[src/rtl/alu_sched_pkg.sv]
// ============================================================================
// Module : alu_sched_pkg
// Brief  : Shared FSM encoding, default widths and the round-robin index helper
// Rev    : 1.0  initial release
// ============================================================================
`default_nettype none

package alu_sched_pkg;

   typedef enum logic [1:0] {
      ST_IDLE = 2'd0,
      ST_EXEC = 2'd1,
      ST_RESP = 2'd2
   } state_e;

   localparam int DEF_DATA_W = 4;
   localparam int DEF_OP_W   = 3;
   localparam int OP_COUNT_W = 16;

   // Requester index 'off' positions after 'last', wrapping modulo n.
   function automatic int rr_index(input int last, input int off, input int n);
      return (last + off) % n;
   endfunction

endpackage

`default_nettype wire

[src/rtl/alu_rr_sched_rr_arbiter.sv]
// ============================================================================
// Module : rr_arbiter
// Brief  : Combinational round-robin pick, searching upward from last_grant+1
// Rev    : 1.0  initial release
// ============================================================================
`default_nettype none

module rr_arbiter
   import alu_sched_pkg::*;
#(
   parameter int NUM_REQ = 4,
   parameter int ID_W    = 2
) (
   input  logic [NUM_REQ-1:0] req_i,
   input  logic [ID_W-1:0]    last_grant_i,
   input  logic               enable_i,
   output logic [NUM_REQ-1:0] grant_oh_o,
   output logic [ID_W-1:0]    grant_idx_o,
   output logic               any_grant_o
);

   // Scan farthest-first so the nearest asserted requester overwrites the rest.
   always_comb begin
      grant_oh_o  = '0;
      grant_idx_o = '0;
      any_grant_o = 1'b0;
      if (enable_i) begin
         for (int off = NUM_REQ; off >= 1; off--) begin
            if (req_i[rr_index(int'(last_grant_i), off, NUM_REQ)]) begin
               grant_oh_o = '0;
               grant_oh_o[rr_index(int'(last_grant_i), off, NUM_REQ)] = 1'b1;
               grant_idx_o = ID_W'(rr_index(int'(last_grant_i), off, NUM_REQ));
               any_grant_o = 1'b1;
            end
         end
      end
   end

endmodule

`default_nettype wire

[src/rtl/alu_rr_sched.sv]
// ============================================================================
// Module : alu_rr_sched
// Brief  : Round-robin sharing of one external ALU between NUM_REQ requesters.
//          Define ALU_RR_SCHED_STATS_EN to build the completed-op counter.
// Rev    : 1.0  initial release
// ============================================================================
`default_nettype none

module alu_rr_sched
   import alu_sched_pkg::*;
#(
   parameter int NUM_REQ = 4,
   parameter int DATA_W  = DEF_DATA_W,
   parameter int OP_W    = DEF_OP_W,
   parameter int ID_W    = 2
) (
   input  logic                    clk,
   input  logic                    rst_n,
   input  logic [NUM_REQ-1:0]      req_valid,
   output logic [NUM_REQ-1:0]      req_ready,
   input  logic [NUM_REQ*DATA_W-1:0] req_a,
   input  logic [NUM_REQ*DATA_W-1:0] req_b,
   input  logic [NUM_REQ*OP_W-1:0] req_op,
   output logic [DATA_W-1:0]       alu_a,
   output logic [DATA_W-1:0]       alu_b,
   output logic [OP_W-1:0]         alu_op,
   input  logic [2*DATA_W-1:0]     alu_res,
   output logic                    rsp_valid,
   input  logic                    rsp_ready,
   output logic [ID_W-1:0]         rsp_id,
   output logic [2*DATA_W-1:0]     rsp_res,
   output logic [OP_COUNT_W-1:0]   op_count
);

   state_e              state_q;
   logic [ID_W-1:0]     last_grant_q;
   logic [ID_W-1:0]     id_q;
   logic [DATA_W-1:0]   a_q;
   logic [DATA_W-1:0]   b_q;
   logic [OP_W-1:0]     op_q;
   logic [ID_W-1:0]     rsp_id_q;
   logic [2*DATA_W-1:0] rsp_res_q;
   logic                rsp_valid_q;

   logic [NUM_REQ-1:0]  grant_oh;
   logic [ID_W-1:0]     grant_idx;
   logic                any_grant;

   rr_arbiter #(
      .NUM_REQ (NUM_REQ),
      .ID_W    (ID_W)
   ) u_arb (
      .req_i        (req_valid),
      .last_grant_i (last_grant_q),
      .enable_i     (state_q == ST_IDLE),
      .grant_oh_o   (grant_oh),
      .grant_idx_o  (grant_idx),
      .any_grant_o  (any_grant)
   );

   always_ff @(posedge clk or negedge rst_n) begin
      if (!rst_n) begin
         state_q      <= ST_IDLE;
         last_grant_q <= ID_W'(NUM_REQ - 1);
         id_q         <= '0;
         a_q          <= '0;
         b_q          <= '0;
         op_q         <= '0;
         rsp_id_q     <= '0;
         rsp_res_q    <= '0;
         rsp_valid_q  <= 1'b0;
      end else begin
         case (state_q)
            ST_IDLE: begin
               if (any_grant) begin
                  a_q          <= req_a[grant_idx*DATA_W +: DATA_W];
                  b_q          <= req_b[grant_idx*DATA_W +: DATA_W];
                  op_q         <= req_op[grant_idx*OP_W +: OP_W];
                  id_q         <= grant_idx;
                  last_grant_q <= grant_idx;
                  state_q      <= ST_EXEC;
               end
            end
            ST_EXEC: begin
               rsp_res_q   <= alu_res;
               rsp_id_q    <= id_q;
               rsp_valid_q <= 1'b1;
               state_q     <= ST_RESP;
            end
            ST_RESP: begin
               if (rsp_ready) begin
                  rsp_valid_q <= 1'b0;
                  state_q     <= ST_IDLE;
               end
            end
            default: state_q <= ST_IDLE;
         endcase
      end
   end

   // Operand registers only change on a grant, so the ALU inputs hold outside EXEC.
   assign req_ready = grant_oh;
   assign alu_a     = a_q;
   assign alu_b     = b_q;
   assign alu_op    = op_q;
   assign rsp_valid = rsp_valid_q;
   assign rsp_id    = rsp_id_q;
   assign rsp_res   = rsp_res_q;

`ifdef ALU_RR_SCHED_STATS_EN
   logic [OP_COUNT_W-1:0] op_count_q;

   always_ff @(posedge clk or negedge rst_n) begin
      if (!rst_n) begin
         op_count_q <= '0;
      end else if (state_q == ST_RESP && rsp_ready && op_count_q != '1) begin
         op_count_q <= op_count_q + 1'b1;
      end
   end

   assign op_count = op_count_q;
`else
   assign op_count = '0;
`endif

endmodule

`default_nettype wire
[config.mk]
export PLATFORM = sky130hd
export DESIGN_NAME = alu_rr_sched
export DESIGN_NICKNAME = d
export VERILOG_FILES = /design/src/rtl/alu_sched_pkg.sv /design/src/rtl/alu_rr_sched_rr_arbiter.sv /design/src/rtl/alu_rr_sched.sv
export SDC_FILE = /design/constraint.sdc
export NUM_CORES = 1
export LEC_CHECK = 0
export ABC_AREA = 1
export BUFFER_PORTS_ARGS = -buffer_cell sky130_fd_sc_hd__buf_4
export CORE_ASPECT_RATIO = 0.75
export CORE_MARGIN = 2
export CORE_UTILIZATION = 40
export DETAILED_ROUTE_END_ITERATION = 8
export HOLD_SLACK_MARGIN = 0.03
export PLACE_DENSITY = 0.73
export SETUP_SLACK_MARGIN = 0.2
export SYNTH_ARGS = -nofsm -noshare
export SYNTH_HDL_FRONTEND = slang
export SYNTH_SLANG_ARGS = --single-unit
[constraint.sdc]
create_clock -name clk -period 2.3 [get_ports clk]
set_clock_uncertainty 0.15 [all_clocks]
set_input_delay 0 -clock clk [delete_from_list [all_inputs] [get_ports clk]]
set_output_delay 0 -clock clk [all_outputs]
set_load 0.005 [all_outputs]
==> summary.md, run 1 <==
| Metric | Value |
|---|---|
| Filler cell count | `346` |
| Maxcap violations | `0` |
| Max Root-Sink Buffers | `2` |
| Crit share post-route | `103%` |
| Layout Area Growth over Synthesis | `89.5%` |
| Status | `complete, but fails checks` |
| Post-synth top flop | `dfrtp_1` |
| Boundary Pins | `101` |
| Arrival @ worst endpoint | `2410 ps` |
| DRT Wirelength | `9.09 mm` |
| Sequential area share after synthesis | `32.7%` |
| Hold Vio Cnt, Final | `0` |
| Proportion of layout cells with a drive suffix above 1 | `41.0%` |
| Failing checks | `setup timing` |
| Post-Place Cells | `492` |
| Yosys top cell area share | `30.2%` |
| Mean area per synthesized cell | `6.44 µm²` |
| Total power | `6.59 mW` |
| Final std cells w/o fill | `561` |
| Max VDD drop | `0.000795 V` |
| Final WS setup | `-79.9 ps` |
| Post-synthesis register bit count | `28` |
| Worst setup EP type | `flip-flop` |
| Total negative slack | `-385 ps` |
| Drt pass-1 iters | `4` |
| Crit Path Max Fanout | `5` |
| Vias per inst | `5.10` |
| Worst-Margin Slew | `635 ps` |
| Post-Syn Area | `2150 µm²` |
| CTS clk-pin slew, worst paths | `100 ps` |
| Clock root buffer | `clkbuf_8` |
| Seq. cell area | `703 µm²` |
| Worst slew margin | `57.5%` |
| Die Y | `67.5 µm` |
| Yosys warns | `0` |
| Avg WL per Cell | `16.2 µm` |
| Multi-input logic area | `1540 µm²` |
| Gr ovfl total | `0` |
| Clock sinks | `28` |
| CTS tree | `built` |
| Finish-stage setup viols | `9` |
| Chip Width | `88.7 µm` |
| PwrDens | `1620 nW/µm²` |
| RSZ-0062 raised after global routing | `yes` |
| Required @ worst endpoint | `2330 ps` |
| Via count of the routed design | `2860` |
| Total CTS buffers | `3` |
| Critical path startpoint category | `flip-flop` |
| RD Place Congestion | `0.931` |
| Post-DP HPWL | `4.54 mm` |
| Synth area leader | `dfrtp_1` |
| Nets@finish | `553` |
| Syn Inst Count | `334` |
| Hold Crit Class | `input pin to flip-flop` |
| Core area | `5270 µm²` |
| FP Rows | `23` |
| Top area cells in the synthesized netlist | `dfrtp_1, nand2_1, nand3_1, inv_1, buf_4` |
| Library cells used by synthesis | `21` |
| Largest net degree at the start of global routing | `29` |
| Leak | `2.19 nW` |
| Total GRT Usage | `25.3%` |
| Vias in the first global route | `2564` |
| Routed Antenna Nets | `0` |
| DP Worst Slack | `-6.26 ps` |
| Final Slew Violations | `0` |
| PortBufs | `84` |
| DRC | `0` |
| DR iter-0 viols | `147` |
| Final core occ | `77.4%` |
| Initial Util | `40.9%` |
| Die area | `5990 µm²` |
| Ys async rst share | `100%` |
| First-pass GRT wire length | `11.7 mm` |
| EDFF count, synth | `0` |
| Fmax | `420 MHz` |
| H-tree Lvls | `1` |
| Initial antenna violation count | `1` |
| Most frequent cells in the layout | `nand2_1, buf_4, inv_1` |
| Minimum clock period | `2380 ps` |
| Crit Path Class | `flip-flop to flip-flop` |
| Clk_lat worst skew | `280 ps` |
[metrics by stage]
| step | cell area, µm² | hold WS [ps] |
|---|---|---|
| 6_report | 4080 | 14.2 |
| 5_1_grt | 4080 | 37.6 |
| 4_1_cts | 3610 | 31.2 |
| 3_5_place_dp | 2870 | -212 |
| 3_3_place_gp | 2870 | -218 |
| 2_1_floorplan | 2260 | -446 |
[cells by family (layout without fill, tap and decap cells)]
logic type,Yosys count,in the layout,share of synthesized area (%)
adders and majority gates,8,8,4.65
AOI/OAI and AO/OA,27,27,7.09
buffers and inverters,92,226,19.9
DFF,28,28,32.7
and+or+nand+nor,178,180,35.5
other,1,17,0.174
[cells in the mapped netlist (2+ instances only)]
library cell	count
nand3_2	2
o21ai_0	14
dfrtp_1	26
ha_1	8
nand3_1	52
nand2_2	6
buf_4	18
nor2_1	4
inv_1	62
dfstp_2	2
inv_2	3
o211ai_1	2
nand2_1	113
buf_2	7
a21oi_1	9
[timing repair]
| item | CTS | global route |
|---|---|---|
| gates cloned | 4 | 3 |
| buffers inserted | 7 | 1 |
| endpoints found under the hold margin | 49 | 4 |
| pin swaps | 14 | 47 |
| resized for setup | 25 | 78 |
| hold buffers | 45 | 4 |
| setup endpoints to repair | 19 | 20 |
[final cells by class]
type,count,area share [%]
Antenna cell,1,0.0614
Clock buffer,4,1.35
Inverter,65,6.23
Multi-Input combinational cell,231,37.6
Sequential cell,28,17.2
Tap cell,75,2.30
Timing Repair Buffer,157,35.2
[final timing paths]
check / from / end / slack (ps) / cells after the start
setup / recovery: last_grant_q[0] / alu_a[0] / -80 / 14
hold / removal: req_op[11] / alu_op[2] / 10 / 7
setup reg to reg: last_grant_q[0] / alu_a[0] / -80 / 14
hold reg to reg: rsp_res[1] / rsp_res[1] / 330 / 2
max in group asynchronous: rst_n / last_grant_q[1] / 1670 / 2
min in group asynchronous: rst_n / rsp_valid / 20 / 2
[critical path, stage by stage, from the launching register on]
cell       delay (ps)
dfstp_2           590
inv_4              50
ha_4              240
inv_4              80
nand3_4            80
nand2_4           110
nand2_4            60
a21oi_4           220
buf_12            170
clkbuf_16         150
nand3_2           100
nand3_2            80
nand2_1            80
nand2_1            70
nand2_1            50
[layer usage]
layer / global-route usage [%] / vias up / share of wire (%)
met4: 7.01 / 0 / 4.6
met1: 30.8 / 1333 / 36
met2: 45.1 / 184 / 53
li1: - / 1304 / -
met5: 0 / - / 0
met3: 5.62 / 39 / 7.0
[state kept, by name, summed over array words and instances (netlist names), 2 cells and up]
signal        flops
alu_b             4
alu_a             4
state_q           2
id_q              2
last_grant_q      2
rsp_id            2
rsp_res           8
alu_op            3
[where the power goes]
part	switching (mW)	total, mW	internal [mW]
sequential	0.166	0.933	0.767
combinational	3.04	5.35	2.31
clock	0.157	0.310	0.154
(Power assumes the default switching activity.)
==> inputs of run 2 (changes only) <==
--- a/config.mk
+++ b/config.mk
@@ -13,7 +13,6 @@
 export DETAILED_ROUTE_END_ITERATION = 8
 export HOLD_SLACK_MARGIN = 0.03
 export PLACE_DENSITY = 0.73
-export SETUP_SLACK_MARGIN = 0.2
 export SYNTH_ARGS = -nofsm -noshare
 export SYNTH_HDL_FRONTEND = slang
 export SYNTH_SLANG_ARGS = --single-unit
==> summary.md, run 2 (synthesis results as in run 1) <==
| Metric | Value |
|---|---|
| CTS clk-pin slew, worst paths | `100 ps` |
| Required @ worst endpoint | `2370 ps` |
| Initial Util | `40.9%` |
| Leak | `2.12 nW` |
| M1 WL | `3.07 mm` |
| Via count of the routed design | `2677` |
| Number of flip-flops under the largest register name | `8` |
| Gr ovfl total | `0` |
| Hold path start | `req_op[10]` |
| Total GRT Usage | `24.1%` |
| Failing checks | `setup timing` |
| Boundary Pins | `101` |
| Routed Antenna Nets | `0` |
| PwrDens | `1510 nW/µm²` |
| FP Rows | `23` |
| CTS tree | `built` |
| DRT Wirelength | `7.72 mm` |
| ANT cells | `0` |
| Total CTS buffers | `3` |
| Reg2reg path depth | `15` |
| FF-to-FF Start | `last_grant_q[0]` |
| RD Place Congestion | `0.926` |
| Max VDD drop | `0.000634 V` |
| Largest net degree at the start of global routing | `22` |
| Worst slew margin | `57.9%` |
| Chip Width | `88.7 µm` |
| Fmax | `416 MHz` |
| Worst-Margin Slew | `630 ps` |
| Initial antenna violation count | `0` |
| Avg WL per Cell | `13.7 µm` |
| DRC | `0` |
| Core area | `5270 µm²` |
| Drt pass-1 iters | `4` |
| Crit Path Class | `flip-flop to flip-flop` |
| Die Y | `67.5 µm` |
| H-tree Lvls | `1` |
| Hold path cells | `7` |
| First-pass GRT wire length | `11.0 mm` |
| DR WL met3 | `520 µm` |
| RSZ-0062 raised after global routing | `yes` |
| Proportion of layout cells with a drive suffix above 1 | `31.3%` |
| Status | `complete, but fails checks` |
| Critical path startpoint category | `flip-flop` |
| Vias per inst | `4.75` |
| PortBufs | `84` |
| Clock sinks | `28` |
| Commonest non-fill, non-tap cell in the layout | `nand2_1` |
| Worst R2R Setup Slack | `-100 ps` |
| Nets@finish | `557` |
| Hold Vio Cnt, Final | `0` |
| Hold Crit Class | `input pin to flip-flop` |
| Maxcap violations | `0` |
| Final core occ | `71.0%` |
| Clock root buffer | `clkbuf_8` |
| WHS | `27.8 ps` |
| Worst setup EP type | `flip-flop` |
| Finish-stage setup viols | `15` |
| Post-DP HPWL | `4.41 mm` |
| Critical path origin | `last_grant_q[0]` |
| Most frequent cells in the layout | `nand2_1, buf_4, inv_1` |
| Max Root-Sink Buffers | `2` |
| Uppermost routed layer | `met4` |
| DR iter-0 viols | `92` |
| Die area | `5990 µm²` |
| Detail Route met2 WL | `3.87 mm` |
| Crit share post-route | `105%` |
| Minimum clock period | `2400 ps` |
| Filler cell count | `407` |
| Layout Area Growth over Synthesis | `73.7%` |
| Arrival @ worst endpoint | `2470 ps` |
| Final WS setup | `-104 ps` |
| Clk_lat worst skew | `270 ps` |
| Final Slew Violations | `0` |
| Crit Path Max Fanout | `6` |
| Vias in the first global route | `2416` |
==> run 2: cell count changes in the layout (fill, tap and decap cells not counted), moves of 2 or more <==
cell and delta:
inv_2 +3, nand3_4 -9, buf_6 +2, nand3_1 +41, nand3_2 -32, nand2_2 -5
buf_16 -2, nand2_1 +8, buf_4 +4, nand2_8 -2, nand2_4 -3, inv_4 -2
==> run 2: cell type report <==
| class | instances | area [µm²] | area share, % |
|---|---|---|---|
| repair buffers | 163 | 1470 | 39.2 |
| multi-input cells | 229 | 1180 | 31.6 |
| flip-flops and latches | 28 | 703 | 18.8 |
| inverters | 65 | 249 | 6.66 |
| well taps | 75 | 93.8 | 2.51 |
| clock buffers | 4 | 45.0 | 1.21 |
==> run 2: where the power goes <==
part           total, mW  internal (mW)  switching [mW]
clock network      0.274          0.124           0.150
registers          0.925          0.766           0.158
logic               4.43           2.08            2.35
==> run 2: critical path, stage by stage, from the launching register on <==
cell     delay (ps)
dfstp_2         580
inv_4            50
ha_4            250
inv_4            70
nand3_2          90
nand2_2         100
nor2_1           70
a21oi_4         240
buf_12          150
nand2_8          60
buf_6           140
nand2_1          80
nand3_1          90
nand2_1         100
nand2_1          70
nand2_1          70
==> run 2: worst paths after layout <==
check	to
setup / recovery	alu_op[0]
hold / removal	alu_op[1]
setup reg to reg	alu_op[0]
hold reg to reg	rsp_res[4]
max in group asynchronous	alu_op[2]
min in group asynchronous	rsp_res[7]
==> run 2: per-layer routing <==
layer	vias up	track usage [%]
met3	28	5.50
met5	-	0
met1	1219	29.6
li1	1301	-
met2	129	42.1
met4	0	7.39
==> run 2: metrics by stage <==
stage          cells  TNS [ps]  worst slack (ps)  power [mW]  instance area [µm²]
2_1_floorplan    349         0              15.8        2.99                 2220
3_3_place_gp     496     -84.5             -19.4        4.07                 2890
3_5_place_dp     496      -323             -49.7        4.13                 2890
4_1_cts          553    -0.302            -0.302        4.62                 3470
5_1_grt          564     -2070              -170        6.10                 3740
6_report         564      -417              -104        5.63                 3740
==> run 2: repair_timing <==
| action | CTS | global route |
|---|---|---|
| buffers inserted | 3 | 9 |
| gates resized for setup | 8 | 33 |
| cloned | 0 | 3 |
| endpoints found under the setup margin | 12 | 19 |
| pin swaps | 4 | 18 |
| hold buffers | 50 | 0 |
| hold endpoints to repair | 49 | 0 |
